File: src/rtl/apb_rr_arbiter_if.sv
// Bundles both requester command ports and the shared APB master bus of apb_rr_arbiter.
// Signals are combinational wires; all timing is owned by the arbiter that drives the master modport.
interface apb_rr_arbiter_if #(
   parameter int ADDR_W = 32,
   parameter int DATA_W = 32
);
   logic              req0_valid;
   logic              req0_write;
   logic [ADDR_W-1:0] req0_addr;
   logic [DATA_W-1:0] req0_wdata;
   logic              req0_ready;
   logic              req0_done;
   logic              req0_err;
   logic [DATA_W-1:0] req0_rdata;

   logic              req1_valid;
   logic              req1_write;
   logic [ADDR_W-1:0] req1_addr;
   logic [DATA_W-1:0] req1_wdata;
   logic              req1_ready;
   logic              req1_done;
   logic              req1_err;
   logic [DATA_W-1:0] req1_rdata;

   logic              PSEL;
   logic              PENABLE;
   logic              PWRITE;
   logic [ADDR_W-1:0] PADDR;
   logic [DATA_W-1:0] PWDATA;
   logic [DATA_W-1:0] PRDATA;
   logic              PREADY;

   modport master (
      input  req0_valid, req0_write, req0_addr, req0_wdata,
      output req0_ready, req0_done, req0_err, req0_rdata,
      input  req1_valid, req1_write, req1_addr, req1_wdata,
      output req1_ready, req1_done, req1_err, req1_rdata,
      output PSEL, PENABLE, PWRITE, PADDR, PWDATA,
      input  PRDATA, PREADY
   );

   modport slave (
      output req0_valid, req0_write, req0_addr, req0_wdata,
      input  req0_ready, req0_done, req0_err, req0_rdata,
      output req1_valid, req1_write, req1_addr, req1_wdata,
      input  req1_ready, req1_done, req1_err, req1_rdata,
      input  PSEL, PENABLE, PWRITE, PADDR, PWDATA,
      output PRDATA, PREADY
   );
endinterface

File: src/rtl/apb_rr_arbiter.sv
// Two-requester round-robin APB master: grant->SETUP->ACCESS, done 3 cycles after grant plus wait states.
// Backpressure: a requester holds valid until its ready pulse; the loser waits in IDLE until the bus frees.
module apb_rr_arbiter #(
   parameter int ADDR_W  = 32,
   parameter int DATA_W  = 32,
   parameter int TIMEOUT = 16
) (
   input  logic              PCLK,
   input  logic              PRESET,
   apb_rr_arbiter_if.master  bus
);
   typedef enum logic [1:0] {IDLE, SETUP, ACCESS} state_t;

   localparam int WD_W = (TIMEOUT > 2) ? $clog2(TIMEOUT) : 1;
   localparam logic [WD_W-1:0] WD_LAST = WD_W'(TIMEOUT - 1);

   state_t            state_q, state_d;
   logic              owner_q, owner_d;
   logic              last_grant_q, last_grant_d;
   logic              pwrite_q, pwrite_d;
   logic [ADDR_W-1:0] paddr_q, paddr_d;
   logic [DATA_W-1:0] pwdata_q, pwdata_d;
   logic [WD_W-1:0]   wdog_q, wdog_d;
   logic              ready0_q, ready0_d, ready1_q, ready1_d;
   logic              done0_q, done0_d, done1_q, done1_d;
   logic              err0_q, err0_d, err1_q, err1_d;
   logic [DATA_W-1:0] rdata0_q, rdata0_d, rdata1_q, rdata1_d;
   logic              grant;

   always_comb begin
      state_d      = state_q;
      owner_d      = owner_q;
      last_grant_d = last_grant_q;
      pwrite_d     = pwrite_q;
      paddr_d      = paddr_q;
      pwdata_d     = pwdata_q;
      wdog_d       = wdog_q;
      rdata0_d     = rdata0_q;
      rdata1_d     = rdata1_q;
      ready0_d     = 1'b0;
      ready1_d     = 1'b0;
      done0_d      = 1'b0;
      done1_d      = 1'b0;
      err0_d       = 1'b0;
      err1_d       = 1'b0;
      // On a tie the requester that was not served last wins.
      grant = bus.req1_valid & (~bus.req0_valid | ~last_grant_q);

      case (state_q)
         IDLE: begin
            if (bus.req0_valid | bus.req1_valid) begin
               owner_d  = grant;
               pwrite_d = grant ? bus.req1_write : bus.req0_write;
               paddr_d  = grant ? bus.req1_addr  : bus.req0_addr;
               pwdata_d = grant ? bus.req1_wdata : bus.req0_wdata;
               ready0_d = ~grant;
               ready1_d = grant;
               wdog_d   = '0;
               state_d  = SETUP;
            end
         end
         SETUP: state_d = ACCESS;
         ACCESS: begin
            if (bus.PREADY) begin
               if (!pwrite_q) begin
                  if (owner_q) rdata1_d = bus.PRDATA;
                  else         rdata0_d = bus.PRDATA;
               end
               done0_d      = ~owner_q;
               done1_d      = owner_q;
               last_grant_d = owner_q;
               state_d      = IDLE;
            end else if (wdog_q == WD_LAST) begin
               done0_d      = ~owner_q;
               done1_d      = owner_q;
               err0_d       = ~owner_q;
               err1_d       = owner_q;
               last_grant_d = owner_q;
               state_d      = IDLE;
            end else begin
               wdog_d = wdog_q + WD_W'(1);
            end
         end
         default: state_d = IDLE;
      endcase
   end

   always_ff @(posedge PCLK or posedge PRESET) begin
      if (PRESET) begin
         state_q      <= IDLE;
         owner_q      <= 1'b0;
         last_grant_q <= 1'b1;
         pwrite_q     <= 1'b0;
         paddr_q      <= '0;
         pwdata_q     <= '0;
         wdog_q       <= '0;
         ready0_q     <= 1'b0;
         ready1_q     <= 1'b0;
         done0_q      <= 1'b0;
         done1_q      <= 1'b0;
         err0_q       <= 1'b0;
         err1_q       <= 1'b0;
         rdata0_q     <= '0;
         rdata1_q     <= '0;
      end else begin
         state_q      <= state_d;
         owner_q      <= owner_d;
         last_grant_q <= last_grant_d;
         pwrite_q     <= pwrite_d;
         paddr_q      <= paddr_d;
         pwdata_q     <= pwdata_d;
         wdog_q       <= wdog_d;
         ready0_q     <= ready0_d;
         ready1_q     <= ready1_d;
         done0_q      <= done0_d;
         done1_q      <= done1_d;
         err0_q       <= err0_d;
         err1_q       <= err1_d;
         rdata0_q     <= rdata0_d;
         rdata1_q     <= rdata1_d;
      end
   end

   // PSEL/PENABLE decode straight from state so reset drops them without waiting for a clock.
   assign bus.PSEL       = (state_q != IDLE);
   assign bus.PENABLE    = (state_q == ACCESS);
   assign bus.PWRITE     = pwrite_q;
   assign bus.PADDR      = paddr_q;
   assign bus.PWDATA     = pwdata_q;
   assign bus.req0_ready = ready0_q;
   assign bus.req1_ready = ready1_q;
   assign bus.req0_done  = done0_q;
   assign bus.req1_done  = done1_q;
   assign bus.req0_err   = err0_q;
   assign bus.req1_err   = err1_q;
   assign bus.req0_rdata = rdata0_q;
   assign bus.req1_rdata = rdata1_q;
endmodule

File: src/flat_wrapper.sv
// flat-port wrapper written by rule: the top's interface ports become plain ports
module apb_rr_arbiter_flat 
#(
   parameter int ADDR_W  = 32,
   parameter int DATA_W  = 32,
   parameter int TIMEOUT = 16
)
  (PCLK, PRESET, bus_req0_valid, bus_req0_write, bus_req0_addr, bus_req0_wdata, bus_req0_ready, bus_req0_done, bus_req0_err, bus_req0_rdata, bus_req1_valid, bus_req1_write, bus_req1_addr, bus_req1_wdata, bus_req1_ready, bus_req1_done, bus_req1_err, bus_req1_rdata, bus_PSEL, bus_PENABLE, bus_PWRITE, bus_PADDR, bus_PWDATA, bus_PRDATA, bus_PREADY);
  apb_rr_arbiter_if #(.ADDR_W(ADDR_W), .DATA_W(DATA_W)) bus_i ();
  input  logic PCLK;
  input  logic PRESET;
  input wire logic [$bits(bus_i.req0_valid)-1:0] bus_req0_valid;
  input wire logic [$bits(bus_i.req0_write)-1:0] bus_req0_write;
  input wire logic [$bits(bus_i.req0_addr)-1:0] bus_req0_addr;
  input wire logic [$bits(bus_i.req0_wdata)-1:0] bus_req0_wdata;
  output wire logic [$bits(bus_i.req0_ready)-1:0] bus_req0_ready;
  output wire logic [$bits(bus_i.req0_done)-1:0] bus_req0_done;
  output wire logic [$bits(bus_i.req0_err)-1:0] bus_req0_err;
  output wire logic [$bits(bus_i.req0_rdata)-1:0] bus_req0_rdata;
  input wire logic [$bits(bus_i.req1_valid)-1:0] bus_req1_valid;
  input wire logic [$bits(bus_i.req1_write)-1:0] bus_req1_write;
  input wire logic [$bits(bus_i.req1_addr)-1:0] bus_req1_addr;
  input wire logic [$bits(bus_i.req1_wdata)-1:0] bus_req1_wdata;
  output wire logic [$bits(bus_i.req1_ready)-1:0] bus_req1_ready;
  output wire logic [$bits(bus_i.req1_done)-1:0] bus_req1_done;
  output wire logic [$bits(bus_i.req1_err)-1:0] bus_req1_err;
  output wire logic [$bits(bus_i.req1_rdata)-1:0] bus_req1_rdata;
  output wire logic [$bits(bus_i.PSEL)-1:0] bus_PSEL;
  output wire logic [$bits(bus_i.PENABLE)-1:0] bus_PENABLE;
  output wire logic [$bits(bus_i.PWRITE)-1:0] bus_PWRITE;
  output wire logic [$bits(bus_i.PADDR)-1:0] bus_PADDR;
  output wire logic [$bits(bus_i.PWDATA)-1:0] bus_PWDATA;
  input wire logic [$bits(bus_i.PRDATA)-1:0] bus_PRDATA;
  input wire logic [$bits(bus_i.PREADY)-1:0] bus_PREADY;
  assign bus_i.req0_valid = bus_req0_valid;
  assign bus_i.req0_write = bus_req0_write;
  assign bus_i.req0_addr = bus_req0_addr;
  assign bus_i.req0_wdata = bus_req0_wdata;
  assign bus_req0_ready = bus_i.req0_ready;
  assign bus_req0_done = bus_i.req0_done;
  assign bus_req0_err = bus_i.req0_err;
  assign bus_req0_rdata = bus_i.req0_rdata;
  assign bus_i.req1_valid = bus_req1_valid;
  assign bus_i.req1_write = bus_req1_write;
  assign bus_i.req1_addr = bus_req1_addr;
  assign bus_i.req1_wdata = bus_req1_wdata;
  assign bus_req1_ready = bus_i.req1_ready;
  assign bus_req1_done = bus_i.req1_done;
  assign bus_req1_err = bus_i.req1_err;
  assign bus_req1_rdata = bus_i.req1_rdata;
  assign bus_PSEL = bus_i.PSEL;
  assign bus_PENABLE = bus_i.PENABLE;
  assign bus_PWRITE = bus_i.PWRITE;
  assign bus_PADDR = bus_i.PADDR;
  assign bus_PWDATA = bus_i.PWDATA;
  assign bus_i.PRDATA = bus_PRDATA;
  assign bus_i.PREADY = bus_PREADY;
  apb_rr_arbiter #(.ADDR_W(ADDR_W), .DATA_W(DATA_W), .TIMEOUT(TIMEOUT)) u_core (.PCLK(PCLK), .PRESET(PRESET), .bus(bus_i));
endmodule
File: config.mk
export PLATFORM = sky130hd
export DESIGN_NAME = apb_rr_arbiter_flat
export DESIGN_NICKNAME = d
export VERILOG_FILES = /design/src/rtl/apb_rr_arbiter_if.sv /design/src/rtl/apb_rr_arbiter.sv /design/src/flat_wrapper.sv
export SDC_FILE = /design/constraint.sdc
export NUM_CORES = 1
export LEC_CHECK = 0
export ABC_AREA = 1
export BUFFER_PORTS_ARGS = -buffer_cell sky130_fd_sc_hd__buf_2
export CELL_PAD_IN_SITES_DETAIL_PLACEMENT = 1
export CELL_PAD_IN_SITES_GLOBAL_PLACEMENT = 2
export CORE_MARGIN = 4
export CORE_UTILIZATION = 24
export CTS_CLUSTER_SIZE = 10
export DETAILED_ROUTE_END_ITERATION = 8
export HOLD_SLACK_MARGIN = 0.05
export PLACE_DENSITY_LB_ADDON = 0.1
export SETUP_SLACK_MARGIN = 0.2
export SLEW_MARGIN = 10
export SYNTH_ARGS = -nofsm -noshare
export SYNTH_HDL_FRONTEND = slang
export SYNTH_SLANG_ARGS = --single-unit
File: constraint.sdc
create_clock -name PCLK -period 6.2 [get_ports PCLK]
set_clock_uncertainty 0.2 [all_clocks]
set_input_delay 0.62 -clock PCLK [delete_from_list [all_inputs] [get_ports PCLK]]
set_output_delay 0.62 -clock PCLK [all_outputs]
set_load 0.02 [all_outputs]
# [Word-level counts from Yosys, hierarchy flattened]
# Index checks and enable logic that the tools add are counted.
[totals] memories=0 input_bits=167 latch_bits=0 romBits=0 out_inout_bits=137 ramBits=0 word_cells=68 register_bits=143
[op_classes] multipliers=0 n_addsub=1 shifts=0 eq_ne=7 reduce_logical=10 muxes=27 bitwise=8 div_mod_pow=0 magnitude_cmp=0
[op_table] op="32-bit two-way mux" n=2
[op_table] op="1-bit two-way mux" n=17
[op_table] op="4-bit two-way mux" n=3
[op_table] op="4-bit AND reduction" n=3
[op_table] op="4-bit one-hot mux with 2 select lines" n=1
[op_table] op="2-bit two-way mux" n=3
[op_table] op="2-bit one-hot mux with 3 select lines" n=1
[op_table] op="2-bit AND reduction" n=3
[op_table] op="2-bit nonzero test" n=3
[op_table] op="1-bit inverter" n=5
[op_table] op="4-bit by 1-bit adder with 4-bit output, second input constant" n=1
[op_table] op="4-bit == test, second input constant" n=1
[op_table] op="2-bit != test, second input constant" n=2
[op_table] op="3-bit by 1-bit != test with 1-bit output, second input constant" n=1
[op_table] op="2-bit by 1-bit == test with 1-bit output, second input constant" n=1
[op_table] op="2-bit == test, second input constant" n=1
[op_table] op="2-bit zero test" n=1
[op_table] op="2-bit by 1-bit != test with 1-bit output, second input constant" n=1
[op_table] op="1-bit OR" n=2
[op_table] op="1-bit AND" n=1

# [Longest topological paths before layout]
# Gate-level depths: netlist of run 1.
[depth] depth_word=6 mapped_depth=9 mapped_depth_nobuf=7

# [Least setup slack after synthesis of run 1]
# Ideal clock, no wire load.
[synth_path] path_kind="reg-to-output" start="reg u_core.state_q[1]" end="out bus_PENABLE" stages_incl_launch_ff=3 n_path_buf=0 setup_slack_ns=4.548 arrival_time_ns=0.832 required_time_ns=5.380 cell_sequence="dfrtp_1 inv_1 nor2_1"
[synth_between] elab_chain_cells=1
[synth_rtl] item="from (decl)" line_no="apb_rr_arbiter.sv:17" text="state_t state_q, state_d;"
[synth_rtl] item="from (signal assigned)" line_no="apb_rr_arbiter.sv:106" text="state_q <= state_d;"
[synth_rtl] item="2-bit == test" line_no="apb_rr_arbiter.sv:126" text="assign bus.PENABLE = (state_q == ACCESS);"
[synth_rtl] item="to (decl)" line_no="flat_wrapper.sv:29" text="output wire logic [$bits(bus_i.PENABLE)-1:0] bus_PENABLE;"
# Every way passes these cells.

# [Worst setup path in the final report of run 1]
[layout_path] start="reg u_core.state_q[0]" end="reg u_core.rdata1_q[8] (netlist: u_core.bus.req1_rdata[8])"
[layout_between] elab_chain_cells=2
[layout_rtl] item="2-bit == test" line_no="apb_rr_arbiter.sv:49" text="case (state_q)"
[layout_rtl] item="4-bit AND reduction (no source line)"
[layout_rtl] item="to (signal assigned)" line_no="apb_rr_arbiter.sv:120" text="rdata1_q <= rdata1_d;"
[layout_rtl] item="to (decl)" line_no="apb_rr_arbiter.sv:27" text="logic [DATA_W-1:0] rdata0_q, rdata0_d, rdata1_q, rdata1_d;"
# Every way passes these cells.
# A chain may end at the register's enable or synchronous reset.

==> impl_results.md, run 1 <==
- Antenna-violating nets left: 0
- Largest net degree at the start of global routing: 79
- GRT Total Usage: 15.3%
- Maximum root-to-sink buffer count: 2
- Global route total overflow: 0
- Crit Reg-Reg Startpoint: u_core.state_q[0]
- Most common cell after layout, fill and taps aside: nand2_1
- Post-route setup TNS: 0 ps
- # diodes: 0
- CTS tree: yes
- Power Dens Cells: 531 nW/µm²
- Final nets: 1290
- Most frequent cells in the layout: nand2_1 (565), buf_2 (303), dfrtp_1 (142)
- Effective utilization at floorplan: 24.4%
- DIE AREA: 29200 µm²
- Clk Latency, worst-skew pair: 410 ps
- Initial DRT Pass Iterations: 4
- Fin. Hold Viols: 0
- Max rail drop VDD: 0.205 mV
- FP Rows: 59
- Port bufs: 303
- Area share of the largest cell type after synthesis: 55.8%
- Vias/cell: 4.20
- Share of layout cells above drive strength 1: 31.4%
- Crit-path max FO: 34
- # DRC: 0
- Tightest Pin Transition: 904 ps
- DP Area: 8130 µm²
- Clk slew on worst S/H paths: 80 ps
- Syn Nets: 1004
- Max-cap violations: 0
- Hold Path Class: in -> async
- Vias in the first global route: 6449
- Final cycle utilization of the critical path: 44.4%
- Hold buffers post-CTS: 0
- Final Max Slew Viols: 0
- CTS root buffer: clkbuf_16
- Critical Path Start Type: flop
- Final Setup Violations: 0
- Starting DRC count in detailed routing: 241
- # IOs: 304
- Relative slew slack: 39.7%
- DR vias: 6180
- Synth Warn #: 0
- Worst setup EP type: flop
- Sequential area share after synthesis: 56.2%
- H-tree depth: 4
- Status: completed
- FMAX: 0.363 GHz
- Area leader, netlist: dfrtp_1
- Synth Instances: 836
- Total Routed Length: 22.7 mm
- Number of gates resized after CTS: 0
- DIE HEIGHT: 171 µm
- Kind of critical path: reg -> reg
- Post-DP HPWL: 16.0 mm
- Tmin final: 2760 ps
- Distinct cells, synth: 20
- Core area: 26100 µm²
- Synthesized cell area: 6370 µm²
- Crit path from: u_core.state_q[0]
- Seq cells post-synth: 143
- First-pass GRT wire length: 35.3 mm
- Cts bufs inserted: 17
- Post CTS Setup Buffer Count: 0
- Final GP Congestion: 0.727
- RSZ-0062 raised after global routing: false
- Chip width: 171 µm
- Initial antenna violation count: 0
- Wire per inst: 15.4 µm
- Arr. time, crit path: 2850 ps
- CTS sink count: 143
- Synth top area cells: dfrtp_1 (56%), nand2_1 (33%), nand3_1 (3.5%)
- Final Cell Area: 8700 µm²
- R2r setup slk: 3440 ps
- Syn avg cell area: 7.62 µm²
- Area growth syn-to-layout: 36.7%
- WP data required: 6300 ps
- Leak: 5.22 nW
- Fillcell total: 3308
-- power by group --
part           switching [mW]  internal (mW)
clock network           0.456          0.569
logic                    1.39          0.595
registers               0.242           1.36
total                    2.09           2.53
-- path summary, 6_finish.rpt --
path                                        endpoint  depth (start not counted)
min                            u_core.bus.PWDATA[26]                          2
min in group PCLK           u_core.bus.req1_rdata[3]                          3
max                         u_core.bus.req1_rdata[8]                          6
max in group asynchronous       u_core.bus.PADDR[30]                          3
max reg2reg                 u_core.bus.req1_rdata[8]                          6
min reg2reg                u_core.bus.req0_rdata[24]                          2
-- flip-flops by register name (all words and copies together) (netlist names), 2 cells and up --
name                   cells
u_core.bus.PWDATA         32
u_core.bus.req0_rdata     32
u_core.wdog_q              4
u_core.bus.req1_rdata     32
u_core.state_q             2
u_core.bus.PADDR          32
-- worst max-delay path, cell delays in order (launching register included) --
cell and delay, ps:
dfrtp_1 410, inv_2 90, nand2_2 120, nor2_4 670
nand3_2 780, nand2_1 270, nand2_1 90
-- routing by layer --
layer	wire length (µm)	global-route usage, %	part of all wire [%]
met2	10700	24.8	47
met5	0	0	0
met1	9960	19.9	44
met3	1850	5.01	8.1
met4	210	3.86	0.93
-- cell families (layout without fill, tap and decap cells) --
kind of cell | count (synthesis) | in the layout | share of synthesized area (%)
AO/OA/AOI/OAI | 3 | 3 | 0.236
flip-flops | 143 | 143 | 56.2
buffers and inverters | 57 | 356 | 4.56
AND/OR/NAND/NOR | 632 | 632 | 38.8
adder cells (fa/ha/maj) | 1 | 1 | 0.196
-- cell type report --
type,count,area [µm²],area share [%]
Clock buffer,18,429,4.93
Multi-Input combinational cell,636,2500,28.8
Timing Repair Buffer,310,1570,18.0
Clock inverter,14,146,1.68
Inverter,14,57.6,0.661
Sequential cell,143,3580,41.1
Tap cell,335,419,4.82
-- cell usage after synthesis --
| cell type | count |
|---|---|
| clkbuf_1 | 11 |
| buf_6 | 3 |
| dfrtp_1 | 142 |
| nor2_2 | 1 |
| buf_4 | 7 |
| nor2_1 | 11 |
| buf_2 | 22 |
| nand4_1 | 1 |
| nand2_2 | 3 |
| nand3_1 | 45 |
| nor2_4 | 1 |
| nand3_2 | 1 |
| inv_2 | 3 |
| nor3_1 | 2 |
| dfstp_2 | 1 |
| o21ai_0 | 3 |
| ha_1 | 1 |
| nor3_4 | 1 |
| nand2_1 | 566 |
| inv_1 | 11 |
-- per-stage QoR --
stage	total power [mW]	setup slack [ps]	util, %	hold slack [ps]	instances
3_3_place_gp	3.65	3250	31.2	249	1438
3_5_place_dp	3.67	3210	31.2	254	1438
5_1_grt	5.01	3230	33.4	162	1470
6_report	4.62	3440	33.4	102	1470
4_1_cts	4.74	3350	33.4	137	1470
2_1_floorplan	2.87	1540	-	267	836
(Power assumes the default switching activity.)
==> run 2: changes to the inputs <==
--- a/config.mk
+++ b/config.mk
@@ -5,12 +5,12 @@
 export SDC_FILE = /design/constraint.sdc
 export NUM_CORES = 1
 export LEC_CHECK = 0
-export ABC_AREA = 1
+export ABC_AREA = 0
 export BUFFER_PORTS_ARGS = -buffer_cell sky130_fd_sc_hd__buf_2
 export CELL_PAD_IN_SITES_DETAIL_PLACEMENT = 1
 export CELL_PAD_IN_SITES_GLOBAL_PLACEMENT = 2
 export CORE_MARGIN = 4
-export CORE_UTILIZATION = 24
+export CORE_UTILIZATION = 25
 export CTS_CLUSTER_SIZE = 10
 export DETAILED_ROUTE_END_ITERATION = 8
 export HOLD_SLACK_MARGIN = 0.05
==> constraint.sdc (replaced) <==
create_clock -name PCLK -period 2.8 [get_ports PCLK]
set_clock_uncertainty 0.2 [all_clocks]
set_input_delay 0.28 -clock PCLK [delete_from_list [all_inputs] [get_ports PCLK]]
set_output_delay 0.28 -clock PCLK [all_outputs]
set_load 0.02 [all_outputs]
==> run 2 against run 1 <==
  * Flip-flop and latch count is the same
  * Die area shrank 13%
  * Power grew 140%
==> impl_results.md, run 2 <==
- Status: completed
- Cts bufs inserted: 17 (unchanged)
- Hold Path Class: reg -> reg
- Leak: 5.02 nW (-3.9%)
- Arr. time, crit path: 2480 ps (-370 ps)
- Syn Nets: 584 (-42%)
- Effective utilization at floorplan: 25.3% (+0.90 points)
- R2r setup slk: 430 ps (-3010 ps)
- Post-synth top cells: dfrtp_1 (142), inv_1 (70), a222oi_1 (65), mux2_2 (55), buf_2 (12)
- Min-Delay Path Depth: 1
- Relative slew slack: 47.2% (+7.5 points)
- Final nets: 1046 (-19%)
- Syn avg cell area: 13.7 µm² (+81%)
- CP peak stage delay: 620 ps (-160 ps)
- Clk slew on worst S/H paths: 60 ps (-20 ps)
- WHS Endpoint: u_core.bus.req1_rdata[18]
- Tightest Pin Transition: 792 ps (-113 ps)
- Fillcell total: 2449 (-26%)
- Largest net degree at the start of global routing: 144 (+82%)
- Initial antenna violation count: 5 (+5)
- Post-synth EDFFs: 0 (unchanged)
- HP Start: u_core.bus.req1_rdata[18]
- Final cycle utilization of the critical path: 84.6% (+40 points)
- DR vias: 5404 (-13%)
- First-pass GRT wire length: 34.0 mm (-3.7%)
- Antenna-violating nets left: 0 (unchanged)
- Area growth syn-to-layout: 70.2%
- Worst setup EP type: flop
- Most frequent cells in the layout: buf_2 (303), dlygate4sd3_1 (164), dfrtp_1 (142)
- Final GP Congestion: 0.756 (+3.9%)
- Vias in the first global route: 6093 (-5.5%)
- Area leader, netlist: dfrtp_1
- DIE AREA: 25400 µm² (-13%)
- Initial DRT Pass Iterations: 8 (+4)
- Synth Warn #: 0 (unchanged)
- FMAX: 0.422 GHz (+16%)
- CTS tree: yes
- Global route total overflow: 0 (unchanged)
- CTS root buffer: clkbuf_16
- Maximum root-to-sink buffer count: 2 (unchanged)
- Final Max Slew Viols: 0 (unchanged)
- Sequential area share after synthesis: 62.6% (+6.4 points)
- Post CTS Setup Buffer Count: 0 (unchanged)
- FP Rows: 55 (-6.8%)
- Top_reg_cell synth: dfrtp_1
- Total Routed Length: 21.7 mm (-4.3%)
- Critical path, cell by cell: nor2_4, o21ai_4, a222oi_1, dlygate4sd3_1, inv_1
- R2r endpoint: u_core.bus.PWDATA[4]
- Wire per inst: 18.5 µm (+20%)
- Starting DRC count in detailed routing: 324 (+34%)
- Most common cell in the netlist: dfrtp_1
- Post-route setup TNS: 0 ps (unchanged)
- Cell count of the worst reg-to-reg path: 5 (-1)
- Distinct cells, synth: 33 (+65%)
- Port bufs: 303 (unchanged)
- Most common cell after layout, fill and taps aside: buf_2
- Seq cells post-synth: 143 (unchanged)
- Synthesized cell area: 5720 µm² (-10%)
- Tmin final: 2370 ps (-388 ps)
- Critical Path Start Type: flop
- Clk Latency, worst-skew pair: 410 ps (about the same)
- Max rail drop VDD: 0.422 mV (+110%)
- Synth top area cells: dfrtp_1 (62%), a222oi_1 (11%), mux2_2 (11%)
- Crit Reg-Reg Startpoint: u_core.state_q[1]
- Share of layout cells above drive strength 1: 46.5% (+15 points)
- Core area: 22600 µm² (-13%)
- Final Setup Violations: 0 (unchanged)
- Max-cap violations: 0 (unchanged)
- CTS sink count: 143 (unchanged)
- Synth Instances: 416 (-50%)
- H-tree depth: 4 (unchanged)
- GRT Total Usage: 16.9% (+1.5 points)
- Vias/cell: 4.59 (+9.2%)
- DIE HEIGHT: 159 µm (-6.8%)
- Power Dens Cells: 1140 nW/µm² (+110%)
- Total power: 11.1 mW (+140%)
- Slowest CP cell: dlygate4sd3_1
- # IOs: 304 (unchanged)
- Ys async rst share: 100% (unchanged)
- Chip width: 159 µm (-6.8%)
- Crit-path max FO: 23 (-32%)
- RSZ-0062 raised after global routing: false
- Post-DP HPWL: 14.5 mm (-9.3%)
- # DRC: 0 (unchanged)
- Kind of critical path: reg -> reg
- Area share of the largest cell type after synthesis: 62.1% (+6.3 points)
- Fin. Hold Viols: 0 (unchanged)
- WP data required: 2910 ps (-3390 ps)
## run 2: logic make-up after synthesis
| logic type | Yosys count | share of synthesized area [%] |
|---|---|---|
| xor gates and xnor gates | 1 | 0.153 |
| adders and majority gates | 1 | 0.219 |
| DFF | 143 | 62.6 |
| muxes | 64 | 13.2 |
| buffers and inverters | 102 | 7.90 |
| AOI/OAI and AO/OA | 77 | 12.7 |
| and+or+nand+nor | 28 | 3.24 |
## run 2: worst max-delay path by stage
stage / start / endpoint / slack, ps / cells past startpoint
2_1_floorplan: PRESET / u_core.bus.PADDR[0] / 530 / 1
3_3_place_gp: bus_req1_valid / u_core.wdog_q[2] / 390 / 5
3_5_place_dp: bus_req1_valid / u_core.wdog_q[2] / 410 / 5
4_1_cts: u_core.state_q[1] / u_core.bus.PWDATA[25] / 420 / 5
5_1_grt: u_core.state_q[1] / u_core.bus.PWDATA[31] / 300 / 5
6_report: u_core.state_q[1] / u_core.bus.PWDATA[4] / 430 / 5
## run 2: repair_timing
action	4_1_cts	5_1_grt
hold buffers	164	0
setup endpoints to repair	0	1
gates resized for setup	0	3
hold endpoints to repair	273	0
## run 2: stage by stage
step | setup WS [ps] | instance area [µm²] | util [%] | hold WS [ps] | std cells
final | 432 | 9740 | 43.1 | 301 | 1177
after global routing | 300 | 9740 | 43.1 | 311 | 1177
after CTS | 416 | 9710 | 43.0 | 267 | 1175
after detailed placement | 415 | 7490 | 33.2 | 290 | 979
after global placement | 390 | 7490 | 33.2 | 282 | 979
after floorplan | 530 | 5720 | - | 201 | 416
## run 2: power breakdown
| group | internal [mW] | switching, mW |
|---|---|---|
| combinational | 2.35 | 2.90 |
| sequential | 3.05 | 0.572 |
| clock | 1.32 | 0.911 |
| total | 6.71 | 4.38 |
## run 2: cell type report
type,instances,area [µm²],area share [%]
Multi-Input combinational cell,172,1720,17.7
Inverter,71,270,2.78
Clock buffer,20,437,4.48
Sequential cell,143,3580,36.8
Clock inverter,12,136,1.40
Antenna cell,1,2.50,0.0257
Timing Repair Buffer,473,3230,33.2
Tap cell,285,357,3.66
## run 2: worst max-delay path, delay by kind of cell (launching register included)
| kind | cells | cell delay, ps |
|---|---|---|
| compound gates | 2 | 700 |
| simple gates | 1 | 260 |
| flops | 1 | 440 |
| buf+inv | 2 | 660 |
## run 2: layer usage
| layer | GRT usage, % | up-vias | wire, µm |
|---|---|---|---|
| met5 | 0 | - | 46 |
| met4 | 5.33 | 8 | 399 |
| met3 | 5.64 | 33 | 1710 |
| met2 | 29.2 | 234 | 10800 |
| met1 | 19.8 | 2657 | 8750 |
| li1 | - | 2472 | - |
